## config.mk

```make
export PLATFORM = sky130hd
export DESIGN_NAME = pixel_scan_sequencer_flat
export DESIGN_NICKNAME = d
export VERILOG_FILES = /design/src/rtl/pixel_scan_sequencer_if.sv /design/src/rtl/pixel_scan_sequencer.sv /design/src/flat_wrapper.sv
export SDC_FILE = /design/constraint.sdc
export NUM_CORES = 1
export LEC_CHECK = 0
export ABC_AREA = 0
export CORE_ASPECT_RATIO = 2
export CORE_MARGIN = 10
export CORE_UTILIZATION = 43
export DETAILED_ROUTE_END_ITERATION = 7
export HOLD_SLACK_MARGIN = 0.05
export PLACE_DENSITY_LB_ADDON = 0.05
export SLEW_MARGIN = 25
export SYNTH_ARGS = -nofsm -noshare
export SYNTH_HDL_FRONTEND = slang
export SYNTH_SLANG_ARGS = --single-unit
export TNS_END_PERCENT = 1
```

## constraint.sdc

```tcl
create_clock -name Clk -period 2.1 [get_ports Clk]
set_clock_uncertainty 0.2 [all_clocks]
set_input_delay 0.42 -clock Clk [delete_from_list [all_inputs] [get_ports Clk]]
set_output_delay 0.42 -clock Clk [all_outputs]
set_load 0.01 [all_outputs]
```

## src/rtl/pixel_scan_sequencer_if.sv

```systemverilog
// Bundle between pixel_scan_sequencer, the ray tracer and the frame-buffer write consumers.
// The sequencer takes the master modport; the tracer/consumer environment takes the slave modport.
interface pixel_scan_sequencer_if;
    logic        frame_clk;
    logic [9:0]  RayX;
    logic [9:0]  RayY;
    logic        trace_start;
    logic        trace_done;
    logic [63:0] trace_t;
    logic [1:0]  trace_best;
    logic [23:0] trace_color;
    logic [9:0]  WriteX;
    logic [9:0]  WriteY;
    logic        WritePixel;
    logic        WriteReady;
    logic [23:0] WriteColor;
    logic [63:0] tbest;
    logic [1:0]  best_out;
    logic        frame_busy;
    logic        frame_done;
    logic        frame_overrun;

    modport master (
        input  frame_clk, trace_done, trace_t, trace_best, trace_color, WriteReady,
        output RayX, RayY, trace_start, WriteX, WriteY, WritePixel, WriteColor,
               tbest, best_out, frame_busy, frame_done, frame_overrun
    );

    modport slave (
        output frame_clk, trace_done, trace_t, trace_best, trace_color, WriteReady,
        input  RayX, RayY, trace_start, WriteX, WriteY, WritePixel, WriteColor,
               tbest, best_out, frame_busy, frame_done, frame_overrun
    );
endinterface

```

## src/rtl/pixel_scan_sequencer.sv

```systemverilog
// Raster-order frame scanner: one trace request per pixel, result presented on the write bus.
// Optional SCAN_CROSSHAIR_EN overlays a white crosshair at the screen centre on WriteColor only.
module pixel_scan_sequencer #(
    parameter int          H_RES    = 640,
    parameter int          V_RES    = 480,
    parameter logic [63:0] MISS_T   = 64'hEFFFFFFFFFFFFFFF,
    parameter logic [23:0] BG_COLOR = 24'h000000
) (
    input logic                    Clk,
    input logic                    Reset_n,
    pixel_scan_sequencer_if.master bus
);

    typedef enum logic [1:0] {IDLE, ISSUE, WAIT, WRITE} state_t;

    localparam logic [9:0] X_LAST = 10'(H_RES - 1);
    localparam logic [9:0] Y_LAST = 10'(V_RES - 1);

    state_t      state;
    state_t      next_state;
    logic        old_frame_clk;
    logic        frame_edge;
    logic        accept;
    logic        last_pixel;
    logic [9:0]  x_cnt;
    logic [9:0]  y_cnt;
    logic [23:0] base_color;
    logic [23:0] capture_color;

    assign frame_edge = bus.frame_clk && !old_frame_clk;
    assign last_pixel = (x_cnt == X_LAST) && (y_cnt == Y_LAST);
    assign accept     = (state == WRITE) && bus.WriteReady;
    assign bus.RayX   = x_cnt;
    assign bus.RayY   = y_cnt;

    assign base_color = (bus.trace_t == MISS_T) ? BG_COLOR : bus.trace_color;

`ifdef SCAN_CROSSHAIR_EN
    int   xi;
    int   yi;
    logic on_cross;

    assign xi = int'(x_cnt);
    assign yi = int'(y_cnt);
    assign on_cross = ((yi == V_RES / 2) && (xi >= H_RES / 2 - 8) && (xi <= H_RES / 2 + 8)) ||
                      ((xi == H_RES / 2) && (yi >= V_RES / 2 - 8) && (yi <= V_RES / 2 + 8));
    assign capture_color = on_cross ? 24'hFFFFFF : base_color;
`else
    assign capture_color = base_color;
`endif

    always_ff @(posedge Clk or negedge Reset_n) begin
        if (!Reset_n) begin
            state <= IDLE;
        end else begin
            state <= next_state;
        end
    end

    always_comb begin
        next_state      = state;
        bus.trace_start = 1'b0;
        bus.WritePixel  = 1'b0;
        case (state)
            IDLE: begin
                if (frame_edge) next_state = ISSUE;
            end
            ISSUE: begin
                bus.trace_start = 1'b1;
                next_state      = WAIT;
            end
            WAIT: begin
                if (bus.trace_done) next_state = WRITE;
            end
            WRITE: begin
                bus.WritePixel = 1'b1;
                if (bus.WriteReady) next_state = last_pixel ? IDLE : ISSUE;
            end
            default: next_state = IDLE;
        endcase
    end

    // Counters only move on frame start or on an accepted write, so RayX/RayY hold through ISSUE and WAIT.
    always_ff @(posedge Clk or negedge Reset_n) begin
        if (!Reset_n) begin
            old_frame_clk     <= 1'b0;
            x_cnt             <= '0;
            y_cnt             <= '0;
            bus.frame_busy    <= 1'b0;
            bus.frame_done    <= 1'b0;
            bus.frame_overrun <= 1'b0;
            bus.WriteX        <= '0;
            bus.WriteY        <= '0;
            bus.WriteColor    <= '0;
            bus.tbest         <= '0;
            bus.best_out      <= '0;
        end else begin
            old_frame_clk     <= bus.frame_clk;
            bus.frame_done    <= accept && last_pixel;
            bus.frame_overrun <= frame_edge && bus.frame_busy;

            if ((state == IDLE) && frame_edge) begin
                bus.frame_busy <= 1'b1;
                x_cnt          <= '0;
                y_cnt          <= '0;
            end

            if (accept) begin
                if (last_pixel) begin
                    bus.frame_busy <= 1'b0;
                    x_cnt          <= '0;
                    y_cnt          <= '0;
                end else if (x_cnt == X_LAST) begin
                    x_cnt <= '0;
                    y_cnt <= y_cnt + 10'd1;
                end else begin
                    x_cnt <= x_cnt + 10'd1;
                end
            end

            // Write data is captured only on the WAIT-to-WRITE transition and held until accepted.
            if ((state == WAIT) && bus.trace_done) begin
                bus.WriteX     <= x_cnt;
                bus.WriteY     <= y_cnt;
                bus.WriteColor <= capture_color;
                bus.tbest      <= bus.trace_t;
                bus.best_out   <= bus.trace_best;
            end
        end
    end

endmodule

```

## src/flat_wrapper.sv

```systemverilog
// flat-port wrapper written by rule: the top's interface ports become plain ports
module pixel_scan_sequencer_flat 
#(
    parameter int          H_RES    = 640,
    parameter int          V_RES    = 480,
    parameter logic [63:0] MISS_T   = 64'hEFFFFFFFFFFFFFFF,
    parameter logic [23:0] BG_COLOR = 24'h000000
)
  (Clk, Reset_n, bus_frame_clk, bus_trace_done, bus_trace_t, bus_trace_best, bus_trace_color, bus_WriteReady, bus_RayX, bus_RayY, bus_trace_start, bus_WriteX, bus_WriteY, bus_WritePixel, bus_WriteColor, bus_tbest, bus_best_out, bus_frame_busy, bus_frame_done, bus_frame_overrun);
  pixel_scan_sequencer_if bus_i ();
  input logic Clk;
  input logic Reset_n;
  input wire logic [$bits(bus_i.frame_clk)-1:0] bus_frame_clk;
  input wire logic [$bits(bus_i.trace_done)-1:0] bus_trace_done;
  input wire logic [$bits(bus_i.trace_t)-1:0] bus_trace_t;
  input wire logic [$bits(bus_i.trace_best)-1:0] bus_trace_best;
  input wire logic [$bits(bus_i.trace_color)-1:0] bus_trace_color;
  input wire logic [$bits(bus_i.WriteReady)-1:0] bus_WriteReady;
  output wire logic [$bits(bus_i.RayX)-1:0] bus_RayX;
  output wire logic [$bits(bus_i.RayY)-1:0] bus_RayY;
  output wire logic [$bits(bus_i.trace_start)-1:0] bus_trace_start;
  output wire logic [$bits(bus_i.WriteX)-1:0] bus_WriteX;
  output wire logic [$bits(bus_i.WriteY)-1:0] bus_WriteY;
  output wire logic [$bits(bus_i.WritePixel)-1:0] bus_WritePixel;
  output wire logic [$bits(bus_i.WriteColor)-1:0] bus_WriteColor;
  output wire logic [$bits(bus_i.tbest)-1:0] bus_tbest;
  output wire logic [$bits(bus_i.best_out)-1:0] bus_best_out;
  output wire logic [$bits(bus_i.frame_busy)-1:0] bus_frame_busy;
  output wire logic [$bits(bus_i.frame_done)-1:0] bus_frame_done;
  output wire logic [$bits(bus_i.frame_overrun)-1:0] bus_frame_overrun;
  assign bus_i.frame_clk = bus_frame_clk;
  assign bus_i.trace_done = bus_trace_done;
  assign bus_i.trace_t = bus_trace_t;
  assign bus_i.trace_best = bus_trace_best;
  assign bus_i.trace_color = bus_trace_color;
  assign bus_i.WriteReady = bus_WriteReady;
  assign bus_RayX = bus_i.RayX;
  assign bus_RayY = bus_i.RayY;
  assign bus_trace_start = bus_i.trace_start;
  assign bus_WriteX = bus_i.WriteX;
  assign bus_WriteY = bus_i.WriteY;
  assign bus_WritePixel = bus_i.WritePixel;
  assign bus_WriteColor = bus_i.WriteColor;
  assign bus_tbest = bus_i.tbest;
  assign bus_best_out = bus_i.best_out;
  assign bus_frame_busy = bus_i.frame_busy;
  assign bus_frame_done = bus_i.frame_done;
  assign bus_frame_overrun = bus_i.frame_overrun;
  pixel_scan_sequencer #(.H_RES(H_RES), .V_RES(V_RES), .MISS_T(MISS_T), .BG_COLOR(BG_COLOR)) u_core (.Clk(Clk), .Reset_n(Reset_n), .bus(bus_i));
endmodule
```

==> impl_results.md <==
- Status: completed
- Fill cells: 959
- Largest delay contributor family on the critical path: buffers and inverters
- Post-synth top area share: 60.62%
- Max stage delay cell, worst path: clkdlybuf4s50_1
- Clock sinks: 136
- Synth top area cells: dfrtp_1 61%, mux2_2 17%, a22o_1 3.7%
- Vias in the first global route: 5,077
- Global route overflow: 0
- Nets@finish: 797
- Rows: 59
- Dpl cells: 826
- Switching share of total power: 29.53%
- Global route hottest layer: met2
- Worst min path class: flop to flop
- Length of the first detailed-routing pass in iterations: 5
- Share of cells above drive strength 1: 26.84%
- Crit. End Element: output port
- Clock Path Buffers: 2
- Number of synthesis warnings: 0
- FF/Latch Area: 3413 sq um
- CTS Buf Count: 17
- Met1 Use GR: 19.72%
- Gate power share: 39.3%
- Initial antenna violation count: 0
- Sequential Power Share: 34.1%
- Normalized max-slew margin: 68.16%
- Mapped Area: 5614 sq um
- DIE AREA: 18,300 sq um
- First-pass GRT wire length: 28,390 um
- Minimum clock period: 2.037 ns
- Worst slew pin tran: 0.4776 ns
- Drc violations: 0
- RD Place Congestion: 0.8387
- Via density: 5.359
- RSZ-0062 raised after global routing: false
- Leak Pwr: 4.138 nW
- Setup crit start: u_core.bus.RayY[3]
- Post-synth top area cell: dfrtp_1
- Largest net degree at the start of global routing: 57
- Final setup fails: 0
- Detail Route Antenna Nets: 0
- Via count: 4,609
- Multi-input gate area: 2102 sq um
- Worst ir drop on vdd: 0.0008246 V
- Buffer and inverter count on the worst path: 1
- Syn Inst Count: 413
- Critical Path AT: 1.42 ns
- Initial Util: 43.46%
- Post-route insts no fill: 860
- Final-report max-slew violation count: 0
- H-Tree Depth: 4
- Register area share after synthesis: 60.62%
- Tcrit/Tclk final: 96.98%
- Fin Hold WS: 0.2829 ns
- Total power: 12.02 mW
- Syn_nets: 515
- Met3 usage: 6.882%
- Io pins: 230
- TritonCTS clock tree: yes
- Number of antenna diodes: 0
- Hold Crit Start: u_core.bus.WriteY[2]
- Die Y: 181.6 um
- Synthesized area per cell: 13.59 sq um
- Synth cell types: 45
- Width of the die: 100.8 um
- Post-place setup slack: -0.3091 ns
- Max-cap violations: 0
- Post-DP HPWL: 14,050 um
- Cell Pwr Density: 1307 nW/um^2
- Initial drt markers: 103
- Crit path kind: flop to output port
- CP max stage delay: 0.58 ns
- Total global-route track usage: 19.87%
- Reg2reg start: u_core.bus.RayY[0]
- Net Switching: 3.551 mW
- Clk Latency, worst-skew pair: 0.41 ns
- Register-to-register setup slack: 0.14 ns
- CP Cell Sequence: clkdlybuf4s50_1
- CTS root buf: clkbuf_16
- Power Internal: 8.472 mW
- Worst-path clk slew: 0.06 ns
- Final wirelength: 18,170 um
- Core ar.: 12,920 sq um
- Port bufs: 229
- Startpoint type of the worst setup path: flop
- Routed WL per cell: 21.12 um
- Required time worst endpoint: 1.48 ns
- Fmax: 491.0 MHz
- Setup WS post-layout: 0.06332 ns
- #FFs+latches synth: 136
- Final Hold Fails: 0
- Clock share of power: 26.6%
- Critical path peak fanout: 8
- Area delta synth->final: 63.78%
- GR Layer Usage met2: 36.23%
-- layout by cell type (no fill, tap or decap), types with 2 or more instances in the layout --
| cell type | Yosys | layout |
|---|---|---|
| clkbuf_16 | 0 | 17 |
| nand3b_1 | 3 | 3 |
| buf_12 | 0 | 8 |
| bufinv_16 | 0 | 4 |
| ha_1 | 7 | 5 |
| and4_2 | 1 | 2 |
| dlymetal6s2s_1 | 0 | 9 |
| nor2_1 | 6 | 6 |
| nor4_1 | 5 | 5 |
| and3_4 | 2 | 2 |
| clkinvlp_4 | 0 | 2 |
| dlygate4sd2_1 | 0 | 5 |
| a41oi_1 | 3 | 2 |
| clkinv_4 | 0 | 4 |
| and3b_1 | 2 | 2 |
| buf_4 | 1 | 46 |
| nand2_1 | 21 | 20 |
| mux2_2 | 85 | 85 |
| dfrtp_2 | 0 | 8 |
| nand4_1 | 21 | 21 |
| a32o_1 | 2 | 2 |
| nand4b_1 | 2 | 2 |
| o21ai_0 | 13 | 13 |
| xor2_1 | 2 | 2 |
| a22o_1 | 24 | 24 |
| inv_1 | 7 | 6 |
| clkdlybuf4s50_1 | 0 | 214 |
| and4_1 | 3 | 2 |
| dfrtp_1 | 136 | 128 |
| nand3_1 | 14 | 14 |
| a31oi_1 | 15 | 15 |
-- repair_timing --
action,in CTS,in global routing
resized for setup,13,14
hold buffers,1,0
setup buffers,0,1
endpoints found under the hold margin,42,0
pin swaps,0,1
endpoints found under the setup margin,10,16
-- cell usage after synthesis, drive strengths merged --
library cell / number
a21oi: 1
nand2: 21
nand4: 22
nand3: 14
nor3b: 1
a31oi: 15
xor2: 2
dfrtp: 136
and3: 3
a22o: 24
o2111ai: 1
and4: 4
nor4: 5
o21ai: 14
nand2b: 1
or2: 1
o211ai: 1
o2bb2ai: 1
nand3b: 3
a41oi: 3
and3b: 2
ha: 7
or4: 1
a222oi: 1
xnor2: 1
clkbuf: 5
nand4b: 2
buf: 16
inv: 7
o22ai: 1
and2: 2
a32o: 2
nor2: 6
nor2b: 1
mux2: 85
a32oi: 1
-- power by group through the flow --
stage                     logic [mW]  registers (mW)  clock network (mW)
after global placement          4.69            4.07                   0
after floorplan                 1.45            4.54                   0
after global routing            5.06            4.22                3.37
final                           4.72            4.10                3.20
after CTS                       4.83            4.11                3.25
after detailed placement        4.82            4.13                   0
-- logic make-up after synthesis --
| group | synth area share (%) |
|---|---|
| adder cells (fa/ha/maj) | 1.560 |
| flip-flops | 60.62 |
| buffers and inverters | 2.496 |
| AND/OR/NAND/NOR | 9.339 |
| XOR/XNOR | 0.4681 |
| multiplexers | 17.05 |
| AO/OA/AOI/OAI | 8.469 |
-- flip-flops by register name, indices dropped and copies added (netlist names) --
register / count
u_core.bus.tbest: 64
u_core.bus.WriteY: 10
u_core.bus.frame_overrun: 1
u_core.bus.RayY: 10
u_core.bus.WriteColor: 24
u_core.state: 2
u_core.bus.WriteX: 10
u_core.bus.RayX: 10
u_core.bus.best_out: 2
u_core.bus.frame_busy: 1
u_core.bus.frame_done: 1
u_core.old_frame_clk: 1
-- layout make-up --
class / count / share of cell area, %
clock buffer: 19 / 4.817
clock inverter: 13 / 2.123
inverter: 7 / 0.2858
multi-input combinational: 249 / 22.86
sequential: 136 / 37.12
tap: 152 / 2.068
timing repair buffer: 284 / 30.73
-- layer usage --
layer	part of all wire (%)	vias to the layer above
met2	56	166
li1	-	2120
met1	34	2295
met4	2.3	0
met5	0	-
met3	7.8	28
-- through the flow --
stage / util, % / cell area [sq um] / TNS (ns)
floorplan: - / 5614 / 0
global placement: 65.77 / 8497 / -7.766
detailed placement: 65.77 / 8497 / -7.283
CTS: 70.89 / 9158 / 0
global route: 71.18 / 9195 / 0
finish: 71.18 / 9195 / 0
-- path summary, 6_finish.rpt --
check | endpoint | cells after the start
max | bus_RayY[3] | 1
min reg2reg | u_core.bus.WriteY[2] | 2
min in group asynchronous | u_core.bus.best_out[1] | 2
max in group asynchronous | u_core.bus.tbest[23] | 3
min | u_core.bus.WriteY[2] | 2
max reg2reg | u_core.bus.RayY[5] | 6
(Power assumes the default switching activity.)
